`src/rtl/pipe_hazard_ctrl.sv`:
```
// pipe_hazard_ctrl
//
// Hazard controller for the in-order pipeline, sitting beside ID.
// It combines load-use / multi-cycle interlocking (a per-register
// countdown scoreboard) with forwarding-select generation (a shadow copy
// of the DEPTH post-ID stages).
//
// Ports:
//   i_clk, i_rst        clock, asynchronous active-high reset
//   i_id_valid          ID holds a real instruction
//   i_id_rs1/rs2        ID source register indices
//   i_id_use1/use2      the corresponding source is actually read
//   i_id_rd             ID destination index
//   i_id_regwrite       ID instruction writes i_id_rd
//   i_id_lat            bubbles a dependent needs (0 ALU, 1 load, N multi-cycle)
//   i_flush             taken branch in ID, ID instruction is discarded
//   i_ex_hold           multi-cycle unit freezes EX and everything behind it
//   o_stall             hold PC and IF_ID
//   o_ex_bubble         load a NOP into ID/EX this edge
//   o_issue             ID instruction advances to EX this edge
//   o_fwd_a/o_fwd_b     EX operand source: 0 = regfile, k = result in slot k+1
//   o_busy              bit r set while register r has a pending countdown
module pipe_hazard_ctrl #(
  parameter int NREG   = 32,
  parameter int RW     = $clog2(NREG),
  parameter int DEPTH  = 3,
  parameter int MAXLAT = 7,
  parameter int LW     = $clog2(MAXLAT + 1),
  parameter int FW     = $clog2(DEPTH)
) (
  input  logic            i_clk,
  input  logic            i_rst,
  input  logic            i_id_valid,
  input  logic [RW-1:0]   i_id_rs1,
  input  logic [RW-1:0]   i_id_rs2,
  input  logic            i_id_use1,
  input  logic            i_id_use2,
  input  logic [RW-1:0]   i_id_rd,
  input  logic            i_id_regwrite,
  input  logic [LW-1:0]   i_id_lat,
  input  logic            i_flush,
  input  logic            i_ex_hold,
  output logic            o_stall,
  output logic            o_ex_bubble,
  output logic            o_issue,
  output logic [FW-1:0]   o_fwd_a,
  output logic [FW-1:0]   o_fwd_b,
  output logic [NREG-1:0] o_busy
);

  typedef struct packed {
    logic          valid;
    logic          wen;
    logic [RW-1:0] rd;
    logic [RW-1:0] rs1;
    logic [RW-1:0] rs2;
  } slot_t;

  logic [LW-1:0] r_cnt [NREG];
  slot_t         r_slot [1:DEPTH];

  logic          w_hazard;
  logic          w_stall;
  logic          w_issue;
  logic          w_sb_write;
  logic [LW-1:0] w_lat_clamped;
  logic [FW-1:0] w_fwd_a;
  logic [FW-1:0] w_fwd_b;
  logic [NREG-1:0] w_busy;
  slot_t         w_id_slot;

  // Register 0 is never tracked, so a read of x0 can never interlock.
  always_comb begin
    w_hazard = i_id_valid &&
               ((i_id_use1 && (i_id_rs1 != '0) && (r_cnt[i_id_rs1] != '0)) ||
                (i_id_use2 && (i_id_rs2 != '0) && (r_cnt[i_id_rs2] != '0)));
  end

  // A flush discards the ID instruction, so its hazard is irrelevant;
  // ex_hold freezes the front end regardless.
  always_comb begin
    w_stall    = (w_hazard && !i_flush) || i_ex_hold;
    w_issue    = i_id_valid && !i_flush && !w_stall;
    w_sb_write = w_issue && i_id_regwrite && (i_id_rd != '0);
  end

  // Oversized latencies saturate at MAXLAT instead of wrapping.
  always_comb begin
    if (i_id_lat > LW'(MAXLAT)) begin
      w_lat_clamped = LW'(MAXLAT);
    end else begin
      w_lat_clamped = i_id_lat;
    end
  end

  always_comb begin
    w_id_slot       = '0;
    w_id_slot.valid = 1'b1;
    w_id_slot.wen   = i_id_regwrite;
    w_id_slot.rd    = i_id_rd;
    w_id_slot.rs1   = i_id_rs1;
    w_id_slot.rs2   = i_id_rs2;
  end

  // Countdown scoreboard. The new-producer write comes after the
  // decrement loop so it overrides the decrement on the same register.
  always_ff @(posedge i_clk or posedge i_rst) begin
    if (i_rst) begin
      for (int r = 0; r < NREG; r++) begin
        r_cnt[r] <= '0;
      end
    end else if (!i_ex_hold) begin
      for (int r = 0; r < NREG; r++) begin
        if (r_cnt[r] != '0) begin
          r_cnt[r] <= r_cnt[r] - LW'(1);
        end
      end
      if (w_sb_write) begin
        r_cnt[i_id_rd] <= w_lat_clamped;
      end
    end
  end

  // Shadow of the post-ID stages; a non-issuing cycle shifts in a bubble.
  always_ff @(posedge i_clk or posedge i_rst) begin
    if (i_rst) begin
      for (int k = 1; k <= DEPTH; k++) begin
        r_slot[k] <= '0;
      end
    end else if (!i_ex_hold) begin
      for (int k = DEPTH; k >= 2; k--) begin
        r_slot[k] <= r_slot[k-1];
      end
      r_slot[1] <= w_issue ? w_id_slot : '0;
    end
  end

  // Scan from the oldest slot toward EX so the youngest matching
  // producer is the last assignment and wins. rd != 0 also makes a
  // source index of 0 always resolve to the register file.
  always_comb begin
    w_fwd_a = '0;
    w_fwd_b = '0;
    for (int k = DEPTH - 1; k >= 1; k--) begin
      if (r_slot[k+1].valid && r_slot[k+1].wen && (r_slot[k+1].rd != '0)) begin
        if (r_slot[k+1].rd == r_slot[1].rs1) begin
          w_fwd_a = FW'(k);
        end
        if (r_slot[k+1].rd == r_slot[1].rs2) begin
          w_fwd_b = FW'(k);
        end
      end
    end
  end

  always_comb begin
    for (int r = 0; r < NREG; r++) begin
      w_busy[r] = (r_cnt[r] != '0);
    end
  end

  assign o_stall     = w_stall;
  assign o_issue     = w_issue;
  assign o_ex_bubble = !w_issue && !i_ex_hold;
  assign o_fwd_a     = w_fwd_a;
  assign o_fwd_b     = w_fwd_b;
  assign o_busy      = w_busy;

endmodule
```
`config.mk`:
```
export PLATFORM = sky130hd
export DESIGN_NAME = pipe_hazard_ctrl
export DESIGN_NICKNAME = d
export VERILOG_FILES = /design/src/rtl/pipe_hazard_ctrl.sv
export SDC_FILE = /design/constraint.sdc
export NUM_CORES = 1
export LEC_CHECK = 0
export ABC_AREA = 1
export BUFFER_PORTS_ARGS = -buffer_cell sky130_fd_sc_hd__buf_2
export CAP_MARGIN = 20
export CORE_ASPECT_RATIO = 0.7
export CORE_UTILIZATION = 35
export DETAILED_ROUTE_END_ITERATION = 7
export MAX_ROUTING_LAYER = met4
export SLEW_MARGIN = 0
export SYNTH_ARGS = -nofsm -noshare
export SYNTH_HDL_FRONTEND = slang
export SYNTH_SLANG_ARGS = --single-unit
```
`constraint.sdc`:
```
create_clock -name i_clk -period 8.8 [get_ports i_clk]
set_input_delay 0.44 -clock i_clk [delete_from_list [all_inputs] [get_ports i_clk]]
set_output_delay 0.44 -clock i_clk [all_outputs]
set_load 0.02 [all_outputs]
```
==> metrics.txt, run 1 <==
asr flop ratio synth 1.00; Tot GR Track Use 0.235; die width 212 µm; via count 11018; post-synthesis sequential area ratio 0.294; top_reg_cell synth dfrtp_1; htree depth 4; Worst-path clk slew 0.06 ns; ANT nets after route 0; dpl hpwl 22900 µm; Hold Crit Class input port to async pin; #FFs+latches synth 127; first-pass GRT wire length approximately 56000 µm; commonest non-fill, non-tap cell in the layout nand2_1; sequential power share 0.247; Gate power share 0.578; PnR worst setup slack 4.62 ns; leak pwr 6.49 nW; max_cap viols 0; vias per cell 5.06; period utilization 0.475; Final Slew Violations 0; share of layout cells above drive strength 1 0.0674; Hold Vio Cnt, Final 0; Routed WL ~35000 µm; synthesized area 0.0108 mm²; CTS root buf clkbuf_16; Worst VDD drop ~0.17 mV; antenna violations before repair 1; setup violators final 0; Post-CTS Hold Buffers 0; vias in the first global route 10112; Post-Place Cell Area 0.0114 mm²; I/O Buffers 64; die area 0.0316 mm²; clock buffer depth 2; CTS tree yes; Distinct cells, synth 32; Clock Skew 0.00900 ns; Worst Path Max Fanout 62; clk_lat worst skew 0.44 ns; Syn. warnings 0; syn nets around 1800; setup TNS 0 ns; Core Util, Final 0.397; Final #Nets 1842; most frequent cells in the layout nand2_1, nand3_1, inv_1; Fmax achieved 239 MHz; GRT Residual Overflow 0; switching share of total power 0.493; number of synthesized flops with an enable pin 0; Pwr per Cell Area 347 mW/mm²; WS Path Type input port to register; status completed; pre-CTS setup slack 4.28 ns; clk sinks approximately 130; post_cts resized 0; row count 53; CP Data Required Time 9.12 ns; pin count of the biggest net entering global routing 71; cell-internal power 0.00211 W; syn avg cell area about 6.2 µm²; sw power slightly above 0.002 W; DRC 0; Finished Cell Area 0.0120 mm²; Clk pwr share 0.175; synthesized instance count 1736; setup bufs post-CTS 0; Die Y 149 µm; Slew headroom 0.298; Setup crit end kind register; Slew @ Worst Pin 1.05 ns; DRT iter0 DRCs 1123; CTS Buf Count 17; Detailed Routing Iterations Pass 1 5; minimum clock period 4.18 ns; CP startpoint kind input port; Worst EP arrival about 4.5 ns; IO Pins 65; core area 0.0302 mm²; worst r2r path cells 18; Area Overhead vs Synth 10.8%; starting density of the core 0.358; GP Congestion 0.889; RSZ-0062 raised after global routing no; drt wl/cell 15.9 µm
-- path summary, 6_finish.rpt --
kind | startpoint | to | slack [ns]
worst max-delay path | i_id_rs1[1] | r_cnt[26] | 4.62
worst min register to register | r_cnt[87] | r_cnt[87] | 0.48
worst max register to register | r_cnt[87] | r_cnt[26] | 5.01
min in group i_clk | i_id_rs2[4] | r_slot[38] | 0.31
max in group asynchronous | i_rst | r_cnt[16] | 7.34
worst min-delay path | i_rst | r_cnt[33] | 0.07
-- cell type report --
| class | count | area, µm² |
|---|---|---|
| diodes | 1 | 2.50 |
| clock buffers | 17 | 425 |
| clock inverters | 15 | 164 |
| fillers | 3272 | 18200 |
| inverters | 145 | 551 |
| multi-input cells | 1385 | 6740 |
| flip-flops and latches | 127 | 3180 |
| well taps | 412 | 515 |
| repair buffers | 76 | 413 |
-- cell usage after synthesis (all sizes together), types with 7 or more instances --
cell type / instances / share of area
nand4: 8 / 0.0060
xnor2: 10 / 0.0081
dfrtp: 127 / 0.29
nand2: 752 / 0.26
ha: 64 / 0.074
nor2: 78 / 0.028
o22ai: 10 / 0.0058
nand3b: 27 / 0.019
xor2: 39 / 0.032
a21oi: 38 / 0.018
buf: 35 / 0.019
clkbuf: 44 / 0.015
nand3: 192 / 0.089
inv: 144 / 0.050
mux2i: 7 / 0.0065
o21ai: 139 / 0.064
nor3: 12 / 0.0056
-- registers in the layout, indices dropped and copies added, names as in the netlist --
signal  cells
r_cnt      96
r_slot     31
-- metal layers --
layer  global-route usage  vias up  part of all wire
li1                     -     5568                 -
met1                0.331     5053              0.49
met2                0.341      363              0.42
met3               0.0514       34             0.071
met4               0.0572        0             0.018
met5                    -        -                 0
-- critical path, cell delays in order --
cell and delay (ns):
buf_2 0.36, inv_2 0.33, nor2_1 0.45, nand3_1 0.14, nand3_1 0.10, nor2_1 0.06
nor2_1 0.11, nand2_1 0.09, nand2_1 0.08, nand2_1 0.06, nand3_2 0.08, nand4_4 0.24
nor2_4 0.16, buf_4 0.46, nand2_2 0.38, buf_4 0.46, nand2_1 0.15, nand2_1 0.06
nand2_1 0.07, nand2_1 0.09
-- through the flow --
| stage | cells | total power (W) | hold WS, ns |
|---|---|---|---|
| finish | 2178 | 0.00416 | 0.0708 |
| detailed placement | 2145 | 0.00342 | 0.465 |
| floorplan | 1736 | 0.00286 | 0.449 |
| CTS | 2177 | 0.00417 | 0.113 |
| global placement | 2145 | 0.00335 | 0.462 |
| global route | 2178 | 0.00464 | 0.112 |
-- kinds of logic after synthesis --
| kind of cell | share of synthesized area |
|---|---|
| AOI/OAI and AO/OA | 0.0912 |
| muxes | 0.00648 |
| and+or+nand+nor | 0.411 |
| DFF | 0.294 |
| adders and majority gates | 0.0740 |
| xor gates and xnor gates | 0.0397 |
| buffers and inverters | 0.0841 |
-- power by group through the flow --
stage,combinational (W),sequential (W),clock (W)
final,0.00240,0.00103,0.000727
after global routing,0.00281,0.00106,0.000766
after CTS,0.00240,0.00102,0.000741
after detailed placement,0.00239,0.00103,0
after global placement,0.00232,0.00103,0
after floorplan,0.00190,0.000963,0
Note: power is estimated with default switching activity, not from simulation.
==> inputs of run 2 (changes only) <==
==> constraint.sdc (replaced) <==
create_clock -name i_clk -period 4.2 [get_ports i_clk]
set_input_delay 0.21 -clock i_clk [delete_from_list [all_inputs] [get_ports i_clk]]
set_output_delay 0.21 -clock i_clk [all_outputs]
set_load 0.02 [all_outputs]
==> run 2 against run 1 <==
- sequential power is 110% higher
- critical path depth stayed put
- sequential share of layout area is 0.061 points lower
- combinational power is 110% higher
- global-route usage is 0.23 points higher
- wire length is 1.1% higher
- sequential cell count stayed put
- clock-buffer cell count stayed put
- clock power is 110% higher
- highest routed layer unchanged
==> metrics.txt, run 2 (synthesis gave the netlist of run 1 again) <==
Fmax achieved 310 MHz; pre-CTS setup slack 0.539 ns (-3.74 ns); Worst path max stage delay 0.76 ns (+0.30 ns); WHS Path Cells 3; vias in the first global route 10118 (+0.059%); post_cts resized 0 (unchanged); vias per cell 5.08 (+0.47%); IO Pins 65 (unchanged); setup bufs post-CTS 0 (unchanged); Largest regs r_cnt x96, r_slot x31; Worst Path Max Fanout 81 (+31%); core area 0.0302 mm² (unchanged); minimum clock period 3.23 ns; CTS tree yes; Detailed Routing Iterations Pass 1 5 (unchanged); GP Congestion 0.900 (+1.2%); drt wl/cell 16.1 µm (+0.95%); Hold WS 0.0809 ns (+0.0102 ns); max reg flops 96 (unchanged); ANT nets after route 0 (unchanged); DRT iter0 DRCs 847 (-25%); Crit path buffers/inverters 4 (unchanged); diode count 0 (-1); HP Start i_id_regwrite; dpl hpwl 22800 µm (-0.50%); Hold Crit Class input port to register; RR Endpoint r_cnt[87]; WS Path Type input port to register; CP Depth 20 (unchanged); GRT Residual Overflow 0 (unchanged); Reg2Reg Setup Slack 1.27 ns (-3.74 ns); pin count of the biggest net entering global routing 98 (+38%); die width 212 µm (unchanged); CTS Buf Count 17 (unchanged); non-filler instance count after layout 2181 (+0.14%); most flop-heavy register r_cnt; # fillers 3253 (-0.58%); Slew @ Worst Pin 1.15 ns (+0.101 ns); Placed Cells 2148 (+0.14%); Worst R2R Start r_cnt[1]; Pwr per Cell Area 719 mW/mm² (+110%); Area Overhead vs Synth 11.1%; worst-path cell chain buf_2 > inv_2 > nor2_1 > nand2_1 > nand2_1 > inv_1 > nand2_1 > nand2_1 > nand3_1 > nand2_1 > nand2_1 > nand3_2 > nand4_4 > nor2_4 > nand2_2 > buf_4 > nand2_1 > nand2_1 > nand2_1 > nand2_1; Worst EP arrival 3.61 ns (-0.89 ns); period utilization 0.768; share of layout cells above drive strength 1 0.0690 (+0.00154); Routed WL 35100 µm (+1.1%); clock buffer depth 2 (unchanged); RSZ-0062 raised after global routing no; row count 53 (unchanged); first-pass GRT wire length 56300 µm (+0.62%); leak pwr 6.50 nW (+0.15%); Setup crit end kind register; die area 0.0316 mm² (unchanged); Clock Skew 0.0173 ns (+0.00825 ns); Post-CTS Hold Buffers 1 (+1); Slew headroom 0.230 (-0.0679); max_cap viols 0 (unchanged); starting density of the core 0.358 (unchanged); CP Data Required Time 4.59 ns (-4.53 ns); clk sinks 127 (unchanged); CTS root buf clkbuf_16; Tot GR Track Use 0.238 (+0.00228); most frequent cells in the layout nand2_1, nand3_1, inv_1; setup TNS 0 ns (unchanged); Worst-path clk slew 0.07 ns (about the same); I/O Buffers 64 (unchanged); commonest non-fill, non-tap cell in the layout nand2_1; Crit path max-delay family simple AND/OR/NAND/NOR gates; Die Y 149 µm (unchanged); Crit path top cell by count nand2_1; clk_lat worst skew 0.46 ns (+0.02 ns); Hold Crit Endpoint r_slot[49]; DRC 0 (unchanged); status completed; Final Slew Violations 0 (unchanged); worst r2r path cells 16 (-2); htree depth 4 (unchanged); Hold Vio Cnt, Final 0 (unchanged); via count 11085 (+0.61%); Core Util, Final 0.398 (+0.000910); Worst VDD drop 0.307 mV (+78%); CP startpoint kind input port; CP max stage cell buf_4; antenna violations before repair 0 (-1); Final #Nets 1846 (+0.22%); PnR worst setup slack 0.975 ns (-3.64 ns); setup violators final 0 (unchanged)
## run 2: cell count changes in the layout (fill, tap and decap cells not counted), sizes merged
cell,previous run,this run
clkinv,11,5
inv,145,151
buf,76,79
bufinv,2,1
clkinvlp,2,3
diode,1,0
dlygate4sd3,0,1
## run 2: layout make-up
| type | count | area, µm² | area share |
|---|---|---|---|
| inverters | 145 | 551 | 0.0458 |
| clock inverters | 15 | 149 | 0.0124 |
| flip-flops and latches | 127 | 3180 | 0.264 |
| well taps | 412 | 515 | 0.0429 |
| multi-input cells | 1385 | 6740 | 0.561 |
| clock buffers | 17 | 425 | 0.0354 |
| repair buffers | 80 | 458 | 0.0381 |
## run 2: through the flow
| step | power [W] | instance area (µm²) |
|---|---|---|
| after CTS | 0.00866 | 12000 |
| final | 0.00865 | 12000 |
| after global routing | 0.00964 | 12000 |
| after detailed placement | 0.00712 | 11400 |
| after floorplan | 0.00600 | 10800 |
| after global placement | 0.00697 | 11400 |
## run 2: worst register-to-register path, stage by stage (launching register included)
cell	delay, ns
dfrtp_1	0.41
nor2_1	0.31
nor2_1	0.07
nor2_1	0.12
nor2_1	0.06
nor2_1	0.12
nand2_1	0.10
nand2_1	0.09
nand2_1	0.06
nand3_2	0.08
nand4_4	0.25
nor2_4	0.23
buf_12	0.36
nand2_1	0.33
nand2_1	0.09
nand3_1	0.07
nand2_1	0.10
## run 2: worst max-delay path by stage
stage,from,endpoint
global route,i_id_rs1[1],r_cnt[8]
CTS,i_id_rs1[1],r_cnt[21]
detailed placement,i_id_rs1[1],r_cnt[35]
finish,i_id_rs1[1],r_cnt[8]
floorplan,i_rst,r_cnt[0]
global placement,i_id_rs1[1],r_cnt[14]
## run 2: per-layer routing
| metal | vias to the layer above | share of wire | GRT usage |
|---|---|---|---|
| met3 | 32 | 0.066 | 0.0467 |
| li1 | 5584 | - | - |
| met5 | - | 0 | - |
| met4 | 0 | 0.013 | 0.0551 |
| met2 | 338 | 0.44 | 0.352 |
| met1 | 5131 | 0.48 | 0.331 |
## run 2: where the power goes
group	switching [W]	leakage, nW	total (W)	internal [W]
combinational	0.00313	4.61	0.00498	0.00185
sequential	0.000477	1.61	0.00216	0.00169
clock	0.000671	0.273	0.00150	0.000830
==> inputs of run 3 (changes only) <==
--- a/config.mk
+++ b/config.mk
@@ -5,7 +5,7 @@
 export SDC_FILE = /design/constraint.sdc
 export NUM_CORES = 1
 export LEC_CHECK = 0
-export ABC_AREA = 1
+export ABC_AREA = 0
 export BUFFER_PORTS_ARGS = -buffer_cell sky130_fd_sc_hd__buf_2
 export CAP_MARGIN = 20
 export CORE_ASPECT_RATIO = 0.7
==> constraint.sdc (replaced) <==
create_clock -name i_clk -period 2.9 [get_ports i_clk]
set_input_delay 0.145 -clock i_clk [delete_from_list [all_inputs] [get_ports i_clk]]
set_output_delay 0.145 -clock i_clk [all_outputs]
set_load 0.02 [all_outputs]
==> run 3 against run 2 <==
- clock skew fell by 0.010 ns
- largest cell class unchanged
- sequential power rose by 41%
- sequential cell count did not move
- die area fell by 12%
- sequential share of layout area rose by 0.36 points
- worst setup slack got worse by 0.94 ns
- design area fell by 1.3%
- clock-buffer cell count rose by 1
- hold slack got worse by 0.052 ns
- combinational power fell by 20%
- critical path depth fell by 8
- utilization rose by 4.6 points
==> metrics.txt, run 3 <==
status completed; row count 50 (-5.7%); Worst R2R Start r_cnt[47]; worst-path cell chain nor3_2 > buf_4 > a211oi_1 > nor4_1 > buf_4 > nor4_2 > buf_4 > nor2_4 > nand2_4 > nor4b_4 > buf_4 > buf_6; number of synthesized flops with an enable pin 0 (unchanged); Pwr per Cell Area 769 mW/mm² (+6.9%); ANT nets after route 0 (unchanged); total power draw 0.00912 W (+5.5%); switching share of total power 0.404 (-0.0907); CP max stage cell nor4_2; die area 0.0280 mm² (-12%); setup violators final 0 (unchanged); Final Slew Violations 0 (unchanged); share of the synthesized area in the top cell type 0.333 (+0.0391); via count 8897 (-20%); top post-synthesis cells by area dfrtp_1, ha_1, nand2b_1; HP Start i_id_rs2[3]; leak pwr 5.14 nW (-21%); Synth area leader dfrtp_1; CP startpoint kind register; clock buffer depth 2 (unchanged); post-synthesis sequential area ratio 0.333 (+0.0391); Routed WL 29800 µm (-15%); minimum clock period 2.87 ns; clk sinks 127 (unchanged); Worst Path Max Fanout 5 (-94%); period utilization 0.989; max reg flops 96 (unchanged); Area Overhead vs Synth 24.3%; #FFs+latches synth 127 (unchanged); RSZ-0062 raised after global routing yes; Core Util, Final 0.443 (+0.0456); most flop-heavy register r_cnt; Distinct cells, synth 65 (+100%); Largest regs r_cnt x96, r_slot x31; syn avg cell area 9.03 µm² (+45%); Fmax achieved 349 MHz; asr flop ratio synth 1.00 (unchanged); commonest non-fill, non-tap cell in the layout dfrtp_1; most frequent cell after synthesis dfrtp_1; Hold Crit Endpoint r_slot[37]; IO Pins 65 (unchanged); Worst path max stage delay 0.44 ns (-0.32 ns); CTS Buf Count 17 (unchanged); synthesized area 0.00955 mm² (-12%); pin count of the biggest net entering global routing 128 (+31%); sw power 0.00368 W (-14%); starting density of the core 0.357 (-0.00120); htree depth 4 (unchanged); RR Endpoint r_cnt[15]; DRC 0 (unchanged); sequential power share 0.333 (+0.083); Detailed Routing Iterations Pass 1 5 (unchanged); # fillers 2639 (-19%); most frequent cells in the layout dfrtp_1, buf_4, nand2b_1; diode count 0 (unchanged); Clk pwr share 0.230 (+0.056); antenna violations before repair 0 (unchanged); Setup crit end kind primary output; WHS Path Cells 2 (-1); Worst VDD drop 0.373 mV (+22%); die width 199 µm (-6.0%); non-filler instance count after layout 1582 (-27%); synthesized instance count 1057 (-39%); dpl hpwl 21000 µm (-7.8%); Gate power share 0.437 (-0.139); max_cap viols 0 (unchanged); Worst EP arrival 2.72 ns (-0.89 ns); drt wl/cell 18.8 µm (+17%); Hold Crit Class input port to register; Hold Vio Cnt, Final 0 (unchanged); Clock Skew 0.00676 ns (-0.0105 ns); Tot GR Track Use 0.225 (-0.0126); first-pass GRT wire length 46900 µm (-17%); WS Path Type register to primary output; Slew @ Worst Pin 0.924 ns (-0.227 ns); CP Data Required Time 2.76 ns (-1.83 ns); worst r2r path cells 7 (-9); GRT Residual Overflow 0 (unchanged); CTS tree yes; I/O Buffers 64 (unchanged); CTS root buf clkbuf_16; top_reg_cell synth dfrtp_1; clk_lat worst skew 0.44 ns (-0.02 ns); Reg2Reg Setup Slack 0.12 ns (-1.15 ns); Worst-path clk slew 0.06 ns (about the same); Final #Nets 1295 (-30%); vias in the first global route 8277 (-18%); Crit path top cell by count buf_4; syn nets 1147 (-37%); cell-internal power 0.00544 W (+24%); core area 0.0268 mm² (-11%); Synth top cells by count dfrtp_1, nand2b_1, nand3_1; DRT iter0 DRCs 799 (-5.7%); vias per cell 5.62 (+11%); Placed Cells 1539 (-28%); share of layout cells above drive strength 1 0.251 (+0.182); GP Congestion 0.925 (+2.8%); Slew headroom 0.384 (+0.154); Syn. warnings 0 (unchanged); Die Y 140 µm (-6.0%)
run 3: cell types whose count changed after synthesis, sizes merged, moves of 24 or more:
cell    before  now
nand2      752   34
o21ai      139   18
nand3      192   86
nand2b       0   98
inv        144   71
a221oi       0   37
a21oi       38   74
nor4         4   37
nor3        12   43
nand3b      27    1
xor2        39   14
a211oi       0   24
a221o        0   24
run 3: layer usage:
metal | GRT usage | routed length (µm) | part of all wire
met5 | - | 0 | 0
met4 | 0.0675 | 475 | 0.016
met3 | 0.0542 | 2010 | 0.068
met2 | 0.307 | 12600 | 0.42
met1 | 0.324 | 14800 | 0.50
run 3: worst max-delay path: cells and delay by family (launching register included):
family / cells / cell delay [ns]
DFF: 1 / 0.43
AOI/OAI and AO/OA: 1 / 0.24
and+or+nand+nor: 6 / 0.79
buffers and inverters: 5 / 0.81
run 3: logic make-up (layout without fill, tap and decap cells):
logic type               Yosys count  after routing  synth area share
multiplexers                      26             26            0.0410
AO/OA/AOI/OAI                    252            252             0.191
XOR/XNOR                          21             21            0.0193
adder cells (fa/ha/maj)           64             64            0.0839
flip-flops                       127            127             0.333
AND/OR/NAND/NOR                  439            439             0.277
buffers and inverters            128            289            0.0550
run 3: power by group through the flow:
stage / clock network [W] / logic [W] / registers, W
6_report: 0.00210 / 0.00398 / 0.00304
5_1_grt: 0.00221 / 0.00448 / 0.00312
4_1_cts: 0.00214 / 0.00394 / 0.00299
3_5_place_dp: 0 / 0.00387 / 0.00298
3_3_place_gp: 0 / 0.00376 / 0.00297
2_1_floorplan: 0 / 0.00276 / 0.00288
run 3: through the flow:
stage          hold slack [ns]  area [µm²]  setup WS [ns]  TNS [ns]
2_1_floorplan            0.273        9550          0.146         0
4_1_cts                0.00531       11700       -0.00204  -0.00204
3_3_place_gp             0.411       11000         -0.140     -1.55
6_report                0.0286       11900         0.0316         0
5_1_grt                 0.0293       11900         -0.123    -0.206
3_5_place_dp             0.408       11000         -0.132     -1.15
run 3: layout make-up:
type	count	area, µm²	share of cell area
timing repair buffer	186	1330	0.112
clock buffer	18	429	0.0362
sequential	127	3180	0.268
inverter	71	272	0.0229
tap	364	455	0.0384
multi-input combinational	802	6070	0.511
clock inverter	14	134	0.0113
run 3: worst max-delay path by stage:
stage | from | end | depth (start not counted)
2_1_floorplan | r_cnt[26] | r_cnt[12] | 9
3_3_place_gp | i_id_rs2[1] | r_cnt[46] | 12
3_5_place_dp | i_id_rs2[1] | r_cnt[46] | 12
4_1_cts | r_cnt[29] | r_cnt[53] | 9
5_1_grt | r_cnt[95] | o_issue | 11
6_report | r_cnt[86] | o_issue | 12
run 3: repair_timing:
item,4_1_cts,5_1_grt
gates resized for setup,24,22
hold buffers,3,0
setup endpoints to repair,12,44
buffers inserted,3,4
pin swaps,5,14
endpoints found under the hold margin,129,0
